File: config.mk
export PLATFORM = sky130hd
export DESIGN_NAME = fetch_ctrl
export DESIGN_NICKNAME = d
export VERILOG_FILES = /design/src/rtl/fetch_ctrl_pkg.sv /design/src/rtl/ifid_reg.sv /design/src/rtl/fetch_ctrl.sv
export SDC_FILE = /design/constraint.sdc
export NUM_CORES = 1
export LEC_CHECK = 0
export BUFFER_PORTS_ARGS = -buffer_cell sky130_fd_sc_hd__buf_2
export CORE_MARGIN = 2
export CORE_UTILIZATION = 46
export CTS_CLUSTER_DIAMETER = 120
export DETAILED_ROUTE_END_ITERATION = 12
export PLACE_DENSITY = 0.78
export SLEW_MARGIN = 0
export SYNTH_ARGS = -nofsm -noshare
export SYNTH_HDL_FRONTEND = slang
export SYNTH_SLANG_ARGS = --single-unit
export TNS_END_PERCENT = 30
File: constraint.sdc
create_clock -name clk -period 2.2 [get_ports clk]
set_input_delay 0.11 -clock clk [delete_from_list [all_inputs] [get_ports clk]]
set_output_delay 0.11 -clock clk [all_outputs]
set_load 0.02 [all_outputs]
File: src/rtl/fetch_ctrl_pkg.sv
// Shared types and constants for the instruction-fetch controller.
// The fetch FSM state encoding, the PC step/hold constants and the bubble encoding live here.
package fetch_ctrl_pkg;

  typedef enum logic [1:0] {
    BOOT  = 2'd0,
    REQ   = 2'd1,
    WAIT  = 2'd2,
    DRAIN = 2'd3
  } fetch_state_e;

  // One instruction word.
  localparam logic [31:0] INSTR_BYTES  = 32'd4;

  // The PC register loads pc_next-8 when pc_write=0. Presenting pc_in+8 on a hold
  // therefore keeps the PC unchanged.
  localparam logic [31:0] PC_HOLD_COMP = 32'd8;

  // Value written into IF/ID on a flush.
  localparam logic [31:0] NOP_INSTR    = 32'h0000_0000;

  // Counter increment that sticks at all-ones.
  function automatic logic [31:0] sat_inc(input logic [31:0] v);
    return (v == 32'hFFFF_FFFF) ? v : v + 32'd1;
  endfunction

endpackage

File: src/rtl/ifid_reg.sv
// IF/ID pipeline register with a one-entry skid buffer.
// A response that lands while decode is stalled is parked in the skid buffer.
// It is handed to IF/ID on the first unstalled cycle.
// A flush clears both the register and the skid buffer.
module ifid_reg
  import fetch_ctrl_pkg::*;
(
  input  logic        clk,
  input  logic        rst_n,
  input  logic        flush_i,
  input  logic        stall_i,
  input  logic        cap_i,
  input  logic [31:0] cap_data_i,
  input  logic [31:0] pc4_i,
  output logic        skid_vld_o,
  output logic        ifid_valid_o,
  output logic [31:0] ifid_instr_o,
  output logic [31:0] ifid_pc4_o
);

  logic        valid_q, valid_d;
  logic [31:0] instr_q, instr_d;
  logic [31:0] pc4_q, pc4_d;
  logic        skid_vld_q, skid_vld_d;
  logic [31:0] skid_data_q, skid_data_d;

  // Next-state: flush > stall (hold, maybe park) > fresh data > skid data > bubble.
  always_comb begin
    valid_d     = valid_q;
    instr_d     = instr_q;
    pc4_d       = pc4_q;
    skid_vld_d  = skid_vld_q;
    skid_data_d = skid_data_q;
    if (flush_i) begin
      valid_d     = 1'b0;
      instr_d     = NOP_INSTR;
      skid_vld_d  = 1'b0;
      skid_data_d = NOP_INSTR;
    end else if (stall_i) begin
      if (cap_i) begin
        skid_vld_d  = 1'b1;
        skid_data_d = cap_data_i;
      end
    end else if (cap_i) begin
      valid_d = 1'b1;
      instr_d = cap_data_i;
      pc4_d   = pc4_i;
    end else if (skid_vld_q) begin
      valid_d    = 1'b1;
      instr_d    = skid_data_q;
      pc4_d      = pc4_i;
      skid_vld_d = 1'b0;
    end else begin
      // No new instruction: insert a bubble so decode never sees a duplicate.
      valid_d = 1'b0;
    end
  end

  // State registers; reset empties both IF/ID and the skid buffer.
  always_ff @(posedge clk or negedge rst_n) begin
    if (!rst_n) begin
      valid_q     <= 1'b0;
      instr_q     <= '0;
      pc4_q       <= '0;
      skid_vld_q  <= 1'b0;
      skid_data_q <= '0;
    end else begin
      valid_q     <= valid_d;
      instr_q     <= instr_d;
      pc4_q       <= pc4_d;
      skid_vld_q  <= skid_vld_d;
      skid_data_q <= skid_data_d;
    end
  end

  assign skid_vld_o   = skid_vld_q;
  assign ifid_valid_o = valid_q;
  assign ifid_instr_o = instr_q;
  assign ifid_pc4_o   = pc4_q;

endmodule

File: src/rtl/fetch_ctrl.sv
// Instruction-fetch controller: boot, request/wait FSM, PC steering and redirect handling.
// There is at most one outstanding instruction-memory read.
// The PC register is external; pc_write=0 means "load pc_next-8", so holds present pc_in+8.
// Optional: define FETCH_PERF_CNT_EN to add the saturating counters cnt_fetch/cnt_stall/cnt_flush.
module fetch_ctrl
  import fetch_ctrl_pkg::*;
#(
  parameter logic [31:0] RESET_PC = 32'h0000_0000
) (
  input  logic        clk,
  input  logic        rst_n,
  input  logic [31:0] pc_in,
  output logic [31:0] pc_next,
  output logic        pc_write,
  output logic        imem_req,
  output logic [31:0] imem_addr,
  input  logic        imem_rvalid,
  input  logic [31:0] imem_rdata,
  input  logic        stall,
  input  logic        redirect_valid,
  input  logic [31:0] redirect_target,
  output logic        ifid_valid,
  output logic [31:0] ifid_instr,
  output logic [31:0] ifid_pc4
`ifdef FETCH_PERF_CNT_EN
  ,
  output logic [31:0] cnt_fetch,
  output logic [31:0] cnt_stall,
  output logic [31:0] cnt_flush
`endif
);

  fetch_state_e state_q, state_d;

  logic [31:0] pc_plus4;
  logic [31:0] pc_hold;
  logic [31:0] pc_next_c;
  logic        pc_write_c;
  logic        req_c;
  logic        skid_vld;
  logic        cap;
  logic        deliver;

  assign pc_plus4 = pc_in + INSTR_BYTES;
  assign pc_hold  = pc_in + PC_HOLD_COMP;

  // A response is accepted only in WAIT. A same-cycle redirect discards it.
  assign cap     = (state_q == WAIT) && imem_rvalid && !redirect_valid;
  // An instruction reaches IF/ID this cycle from the bus or from the skid buffer.
  assign deliver = !redirect_valid && !stall && (imem_rvalid || skid_vld);

  // State register; reset returns to BOOT immediately.
  always_ff @(posedge clk or negedge rst_n) begin
    if (!rst_n) state_q <= BOOT;
    else        state_q <= state_d;
  end

  // Next-state and PC/request outputs; default is a PC hold with no request.
  always_comb begin
    state_d    = state_q;
    pc_next_c  = pc_hold;
    pc_write_c = 1'b0;
    req_c      = 1'b0;
    case (state_q)
      BOOT: begin
        state_d    = REQ;
        pc_write_c = 1'b1;
        pc_next_c  = redirect_valid ? redirect_target : RESET_PC;
      end
      REQ: begin
        if (redirect_valid) begin
          // The request is suppressed so the new target is fetched next cycle.
          pc_next_c  = redirect_target;
          pc_write_c = 1'b1;
        end else if (!stall) begin
          req_c   = 1'b1;
          state_d = WAIT;
        end
      end
      WAIT: begin
        if (redirect_valid) begin
          pc_next_c  = redirect_target;
          pc_write_c = 1'b1;
          // Drain only if the read is still in flight; a returning or parked response
          // means nothing is outstanding any more.
          state_d    = (imem_rvalid || skid_vld) ? REQ : DRAIN;
        end else if (deliver) begin
          pc_next_c  = pc_plus4;
          pc_write_c = 1'b1;
          state_d    = REQ;
        end
      end
      DRAIN: begin
        if (redirect_valid) begin
          pc_next_c  = redirect_target;
          pc_write_c = 1'b1;
        end
        // The first response in DRAIN belongs to the abandoned path and is dropped.
        if (imem_rvalid) state_d = REQ;
      end
      default: state_d = BOOT;
    endcase
  end

  // While reset is held, the PC outputs show zero instead of the BOOT values.
  assign pc_next   = rst_n ? pc_next_c : '0;
  assign pc_write  = rst_n & pc_write_c;
  assign imem_req  = req_c;
  assign imem_addr = req_c ? pc_in : '0;

  ifid_reg u_ifid (
    .clk          (clk),
    .rst_n        (rst_n),
    .flush_i      (redirect_valid),
    .stall_i      (stall),
    .cap_i        (cap),
    .cap_data_i   (imem_rdata),
    .pc4_i        (pc_plus4),
    .skid_vld_o   (skid_vld),
    .ifid_valid_o (ifid_valid),
    .ifid_instr_o (ifid_instr),
    .ifid_pc4_o   (ifid_pc4)
  );

`ifdef FETCH_PERF_CNT_EN
  logic [31:0] cnt_fetch_q, cnt_stall_q, cnt_flush_q;

  // Saturating event counters: delivered instructions, stalled cycles, redirects.
  always_ff @(posedge clk or negedge rst_n) begin
    if (!rst_n) begin
      cnt_fetch_q <= '0;
      cnt_stall_q <= '0;
      cnt_flush_q <= '0;
    end else begin
      if ((state_q == WAIT) && deliver) cnt_fetch_q <= sat_inc(cnt_fetch_q);
      if (stall)                        cnt_stall_q <= sat_inc(cnt_stall_q);
      if (redirect_valid)               cnt_flush_q <= sat_inc(cnt_flush_q);
    end
  end

  assign cnt_fetch = cnt_fetch_q;
  assign cnt_stall = cnt_stall_q;
  assign cnt_flush = cnt_flush_q;
`endif

endmodule

==> results of run 1 <==
## how the worst max path moves through the flow
stage / startpoint / end / cells past startpoint
2_1_floorplan: state_q[1]$_DFFE_PN0P_ / pc_next[14] / 8
3_5_place_dp: state_q[0]$_DFFE_PN0P_ / pc_next[18] / 9
4_1_cts: state_q[0]$_DFFE_PN0P_ / pc_next[23] / 8
6_report: state_q[1]$_DFFE_PN0P_ / pc_next[16] / 10
3_3_place_gp: state_q[1]$_DFFE_PN0P_ / pc_next[16] / 10
5_1_grt: state_q[1]$_DFFE_PN0P_ / pc_next[16] / 10
## state kept, by name (all words and copies together) (netlist names)
| signal | flops |
|---|---|
| state_q | 2 |
| u_ifid.ifid_instr_o | 32 |
| u_ifid.ifid_pc4_o | 32 |
| u_ifid.ifid_valid_o | 1 |
| u_ifid.skid_data_q | 32 |
| u_ifid.skid_vld_o | 1 |
## synth_stat cells, drive strengths merged (4+ instances only)
library cell and number:
o22ai 6, nand2b 4, xnor2 10, o21ai 92, nand2 55, a221oi 4
nor4 15, or4 6, nor3 24, clkbuf 46, nand3 15, a22oi 34
mux2 6, ha 6, inv 18, or3 6, a22o 32, and3 39
nor2 44, a31oi 12, a21boi 7, and4 6, a21oi 42, xor2 12
dfrtp 100, o31a 8, buf 23, o221ai 4, nand4 20
## critical path: cells and delay by family (launching register included)
family | cells | cell delay, ns
AOI/OAI and AO/OA | 2 | 0.35
adders and majority gates | 1 | 0.20
buffers and inverters | 5 | 0.82
DFF | 1 | 0.47
and+or+nand+nor | 2 | 0.35
## per-layer routing
layer / vias up / part of all wire / global-route usage
li1: 3405 / - / -
met1: 3637 / 0.38 / 0.426
met2: 584 / 0.46 / 0.512
met3: 106 / 0.11 / 0.0730
met4: 0 / 0.048 / 0.157
met5: - / 0 / 0
## power groups by stage
stage / Sequential (uW) / Combinational, uW / Clock (uW)
2_1_floorplan: 2840 / 1990 / 0
3_3_place_gp: 2430 / 4110 / 0
3_5_place_dp: 2450 / 4160 / 0
4_1_cts: 2440 / 4690 / 1690
5_1_grt: 2490 / 5860 / 1770
6_report: 2450 / 5590 / 1680
## area by class of cell
| type | instances | area, um2 | area share |
|---|---|---|---|
| well taps | 180 | 225 | 0.0234 |
| diodes | 1 | 2.50 | 0.000261 |
| clock buffers | 9 | 225 | 0.0234 |
| flip-flops and latches | 100 | 2500 | 0.261 |
| clock inverters | 7 | 86.3 | 0.00899 |
| repair buffers | 370 | 2540 | 0.264 |
| inverters | 18 | 67.6 | 0.00703 |
| multi-input cells | 552 | 3960 | 0.412 |
## cells by family after synthesis
logic type | share of synthesized area
AO/OA/AOI/OAI | 0.278
XOR/XNOR | 0.0298
flip-flops | 0.388
AND/OR/NAND/NOR | 0.208
adder cells (fa/ha/maj) | 0.0116
buffers and inverters | 0.0713
multiplexers | 0.0136
## cells in the final DEF (no fill, tap or decap), types with 5 or more instances in the layout
master	Yosys	final
nand3_1	14	12
inv_1	16	14
and3_1	38	37
buf_2	13	211
nor4_1	12	12
buf_4	3	94
or3_1	6	5
o21ai_1	10	13
buf_12	0	7
nor3_1	23	17
and4_1	6	6
a31oi_1	12	9
xor2_1	12	12
a21oi_1	41	31
nand4_1	15	15
nand2_1	55	52
buf_6	6	31
clkbuf_16	0	10
o21ai_0	82	75
nor2_2	0	6
o31a_1	7	7
a22oi_1	34	34
nor2_1	44	36
a22o_1	32	32
dlygate4sd3_1	0	26
xnor2_1	10	10
dfrtp_1	100	98
a21oi_2	1	7
## per-stage QoR
step                utilization  setup TNS, ns  instance area (um2)  setup slack [ns]  cells
floorplan                     -         -0.445                 6470           -0.0632    741
global placement          0.601         -0.224                 8270           -0.0642   1175
detailed placement        0.601         -0.924                 8270            -0.168   1175
CTS                       0.667          -6.92                 9180            -0.328   1225
global route              0.697         -12.75                 9600            -0.551   1237
finish                    0.697         -10.00                 9600            -0.473   1237
## what timing repair did
action / 4_1_cts / 5_1_grt
buffers inserted: 8 / 11
cloned: 0 / 1
endpoints found under the setup margin: 33 / 48
gates resized for setup: 70 / 78
hold buffers: 26 / 0
hold endpoints to repair: 35 / 0
pin swaps: 16 / 16
==> summary.md, run 1 <==
| Metric | Value |
|---|---|
| Count of input and output buffers | 231 |
| Antenna violations before repair | 2 |
| Slew @ Worst Pin | 0.602 ns |
| Global-route wire length before repair | 37.7 mm |
| Top-Level Pins | 232 |
| Synthesized cell area | 6460 um2 |
| Area contributors post-synth | dfrtp_1 39%, o21ai_0 6.4%, a22o_1 4.3%, a22oi_1 4.0%, and3_1 3.7% |
| Crit-path cells | ha_4 -> buf_4 -> nor3_2 -> buf_4 -> a21oi_4 -> buf_6 -> buf_4 -> a221oi_1 -> nor3_1 -> buf_2 |
| Vias in the first global route | 7099 |
| Cells after Synth | 741 |
| Synth top area share | 0.388 |
| Number of vias per cell | 6.25 |
| Die area | 15000 um2 |
| 1st-iter DRT viols | 866 |
| HP Class | primary input to register |
| Via count | 7732 |
| Worst Hold End | u_ifid.skid_data_q[27]$_DFFE_PN0P_ |
| Routability Congestion | 0.990 |
| DRC Markers | 0 |
| Dpl hpwl | 17.5 mm |
| Die width | 122 um |
| Fin crit share | 1.21 |
| Core Area | 13800 um2 |
| Flop pwr share | 0.252 |
| Clk pin slew, worst setup/hold paths | 0.09 ns |
| Hold_sp | imem_rdata[27] |
| Crit path DAT | 2.56 ns |
| Initial core utilization | 0.469 |
| Final worst path period need | 2.67 ns |
| Gr ovfl total | 0 |
| Worst Setup Start Kind | register |
| Clock power share | 0.173 |
| CP most frequent cell | buf_4 |
| DR pass1 iterations | 5 |
| Worst flop-to-flop path startpoint | state_q[0]$_DFFE_PN0P_ |
| FF+latch count, synth | 100 |
| Violated checks | setup timing |
| Die Height | 122 um |
| Clk root buf | clkbuf_16 |
| Later-pin clock latency in the skew report | 0.37 ns |
| Post-route ant nets | 0 |
| # clock sinks | 100 |
| # rows | 43 |
| Sw Ratio | 0.439 |
| Async S/R FF share, synth | 1.00 |
| Nets | 1158 |
| P_sw | 4270 uW |
| Reg2reg end | u_ifid.ifid_pc4_o[2]$_DFFE_PN0P_ |
| Max-Cap Viols | 0 |
| Logic pwr share | 0.575 |
| Hold path depth | 2 |
| Fillers | 1059 |
| GRT Resource Usage Total | 0.326 |
| Crit Path Class | register to output port |
| Worst setup EP type | output port |
| Area delta synth->final | 48.8% |
| Worst Path Required | 2.09 ns |
| Slew Limit Fails | 0 |
| Flop2flop setup slack | -0.05 ns |
| Slowest CP cell | dfrtp_2 |
| Fin. Hold Viols | 0 |
| Sequential fraction of the synthesis area | 0.388 |
| Fmax | 374 MHz |
| Register-to-Register Path Depth | 10 |
| Critical Path Fanout Max | 7 |
| Yosys top cell by area | dfrtp_1 |
| H-tree depth reported by CTS | 3 |
| Total Routed Length | 26.2 mm |
| Clock Skews | 0.0138 ns |
| Fin worst setup slack | -0.473 ns |
| Post-synth EDFFs | 0 |
| Relative slew slack | 0.599 |
| RSZ-0062 raised after global routing | yes |
| PwrDens | 1010 nW/um2 |
| Syn_nets | 848 |
| Synth Flop Type | dfrtp_1 |
| Max rail drop VDD | 0.000554 V |
| Largest net degree at the start of global routing | 65 |
| Clock Path Buffers | 2 |
| Average size of a mapped cell | 8.71 um2 |
| Outcome | finished, violations left |
| CTS tree | done |
| Post-synthesis cell type count | 74 |
| Warnings, synthesis | 0 |
| Lkg Pwr | 0.00454 uW |
| Hold Slack | 0.0104 ns |
| Total chip power | 9720 uW |
| TritonCTS buffer count | 9 |
| Final setup vio count | 37 |
| Wire length per cell | 21.2 um |
| Int Power | 5460 uW |
| Max incr delay on CP | 0.47 ns |
| Share of cells above drive strength 1 | 0.429 |
Power figures use the tool's default switching activity.
==> run 2, diff against run 1 <==
--- a/config.mk
+++ b/config.mk
@@ -6,11 +6,12 @@
 export NUM_CORES = 1
 export LEC_CHECK = 0
 export BUFFER_PORTS_ARGS = -buffer_cell sky130_fd_sc_hd__buf_2
-export CORE_MARGIN = 2
+export CORE_MARGIN = 1.5
 export CORE_UTILIZATION = 46
 export CTS_CLUSTER_DIAMETER = 120
 export DETAILED_ROUTE_END_ITERATION = 12
 export PLACE_DENSITY = 0.78
+export SETUP_SLACK_MARGIN = 0.5
 export SLEW_MARGIN = 0
 export SYNTH_ARGS = -nofsm -noshare
 export SYNTH_HDL_FRONTEND = slang
==> run 2 against run 1 <==
Net effect: the run still ends with setup timing left; clock skew decreased by 0.00062 ns; via count increased by 7.8%; flip-flop and latch count unchanged; critical endpoint unchanged; largest cell class unchanged; largest power group unchanged.
==> summary.md, run 2 (synthesis results as in run 1) <==
| Metric | Value |
|---|---|
| Outcome | finished, violations left |
| Violated checks | setup timing |
| P_sw | 4970 uW |
| Count of input and output buffers | 231 |
| Die Height | 121 um |
| Largest net degree at the start of global routing | 56 |
| Busiest grt layer | met2 |
| Global-route wire length before repair | 41.2 mm |
| Max-Cap Viols | 0 |
| Final setup vio count | 44 |
| DRC Markers | 0 |
| CTS tree | done |
| Area of the multi-input gates | 4770 um2 |
| GR Util met1 | 0.485 |
| Top-Level Pins | 232 |
| Slew Limit Fails | 0 |
| Clk root buf | clkbuf_16 |
| Gr ovfl total | 0 |
| Worst setup EP type | output port |
| Nets | 1178 |
| # clock sinks | 100 |
| Fin. Hold Viols | 0 |
| Hold Slack | 0.00628 ns |
| Core Area | 13800 um2 |
| TNS Setup | -9.06 ns |
| Via count | 8335 |
| Most common cell after layout, fill and taps aside | buf_2 |
| Share of cells above drive strength 1 | 0.559 |
| 1st-iter DRT viols | 1078 |
| Die area | 14800 um2 |
| Sw Ratio | 0.446 |
| Crit Path Class | register to output port |
| PwrDens | 1010 nW/um2 |
| Vias in the first global route | 7561 |
| HP Class | primary input to register |
| Total chip power | 11200 uW |
| Fillers | 796 |
| Place WS | -0.00682 ns |
| Initial core utilization | 0.469 |
| Antenna Cells | 0 |
| # rows | 43 |
| Routability Congestion | 0.960 |
| RSZ-0062 raised after global routing | yes |
| Critical Path Fanout Max | 5 |
| GR Util met2 | 0.546 |
| Wire length per cell | 24.2 um |
| Number of vias per cell | 6.64 |
| Clock power share | 0.155 |
| Int Power | 6180 uW |
| Die width | 121 um |
| Post-route ant nets | 0 |
| Logic pwr share | 0.620 |
| Fin worst setup slack | -0.388 ns |
| Lkg Pwr | 0.00480 uW |
| H-tree depth reported by CTS | 3 |
| Dpl hpwl | 17.5 mm |
| Register Area | 2500 um2 |
| Area delta synth->final | 71.9% |
| GRT Resource Usage Total | 0.361 |
| Most frequent cells in the layout | 169 x buf_2, 98 x dfrtp_1, 91 x buf_6 |
| TritonCTS buffer count | 9 |
| Slew @ Worst Pin | 0.790 ns |
| Worst Path Required | 2.09 ns |
| Fmax | 386 MHz |
| Met3 Use GR | 0.0846 |
| Flop pwr share | 0.225 |
| Fin crit share | 1.18 |
| DR pass1 iterations | 6 |
| Total Routed Length | 30.4 mm |
| Worst Setup Start Kind | register |
| Clock Path Buffers | 2 |
| Final worst path period need | 2.59 ns |
| Clk pin slew, worst setup/hold paths | 0.09 ns |
| Clock Skews | 0.0132 ns |
| Later-pin clock latency in the skew report | 0.38 ns |
| Max rail drop VDD | 0.000737 V |
| Antenna violations before repair | 0 |
| Relative slew slack | 0.470 |
| Crit path DAT | 2.48 ns |
run 2: path summary, 6_finish.rpt:
check,startpoint,end,slack [ns],cells past startpoint
worst max-delay path,state_q[0]$_DFFE_PN0P_,pc_next[16],-0.39,9
min in group asynchronous,rst_n,u_ifid.ifid_pc4_o[10]$_DFFE_PN0P_,0.30,2
worst min-delay path,imem_rdata[28],u_ifid.skid_data_q[28]$_DFFE_PN0P_,0.006,2
max in group asynchronous,rst_n,u_ifid.ifid_pc4_o[18]$_DFFE_PN0P_,0.96,3
worst min register to register,u_ifid.ifid_valid_o$_DFFE_PN0N_,u_ifid.ifid_valid_o$_DFFE_PN0N_,0.48,1
worst max register to register,state_q[0]$_DFFE_PN0P_,u_ifid.ifid_pc4_o[3]$_DFFE_PN0P_,-0.03,11
run 2: through the flow:
step	cells	util	instance area (um2)
after detailed placement	1170	0.624	8590
after CTS	1239	0.744	10200
after floorplan	741	-	6920
after global routing	1256	0.806	11100
final	1256	0.806	11100
after global placement	1170	0.624	8590
run 2: worst max-delay path, cell delays in order (launching register included):
cell and delay [ns]:
dfrtp_2 0.44, buf_6 0.13, ha_4 0.18, or3_4 0.45
a21oi_4 0.21, buf_6 0.16, nand2_1 0.07, a221oi_2 0.22
nor3_2 0.08, buf_4 0.16
run 2: power by group through the flow:
stage,Clock (uW),Sequential (uW),Combinational [uW]
floorplan,0,2850,2570
global placement,0,2440,4540
detailed placement,0,2460,4600
CTS,1720,2430,5840
global route,1800,2550,7180
finish,1730,2510,6910
run 2: timing repair:
action / CTS / global route
endpoints found under the setup margin: 166 / 166
pin swaps: 50 / 124
resized for setup: 242 / 174
endpoints found under the hold margin: 37 / 1
gates cloned: 3 / 3
buffers inserted: 27 / 13
hold buffers: 23 / 1
run 2: cell type report:
cell class | instances | share of cell area
Inverter | 18 | 0.00609
Tap cell | 180 | 0.0203
Sequential cell | 100 | 0.226
Multi-Input combinational cell | 552 | 0.430
Clock inverter | 7 | 0.00778
Timing Repair Buffer | 390 | 0.289
Clock buffer | 9 | 0.0203
run 2: metal layers:
metal | share of wire | wire (um)
met1 | 0.37 | 11300
met5 | 0 | 0
met4 | 0.065 | 1970
met3 | 0.11 | 3230
met2 | 0.46 | 13900
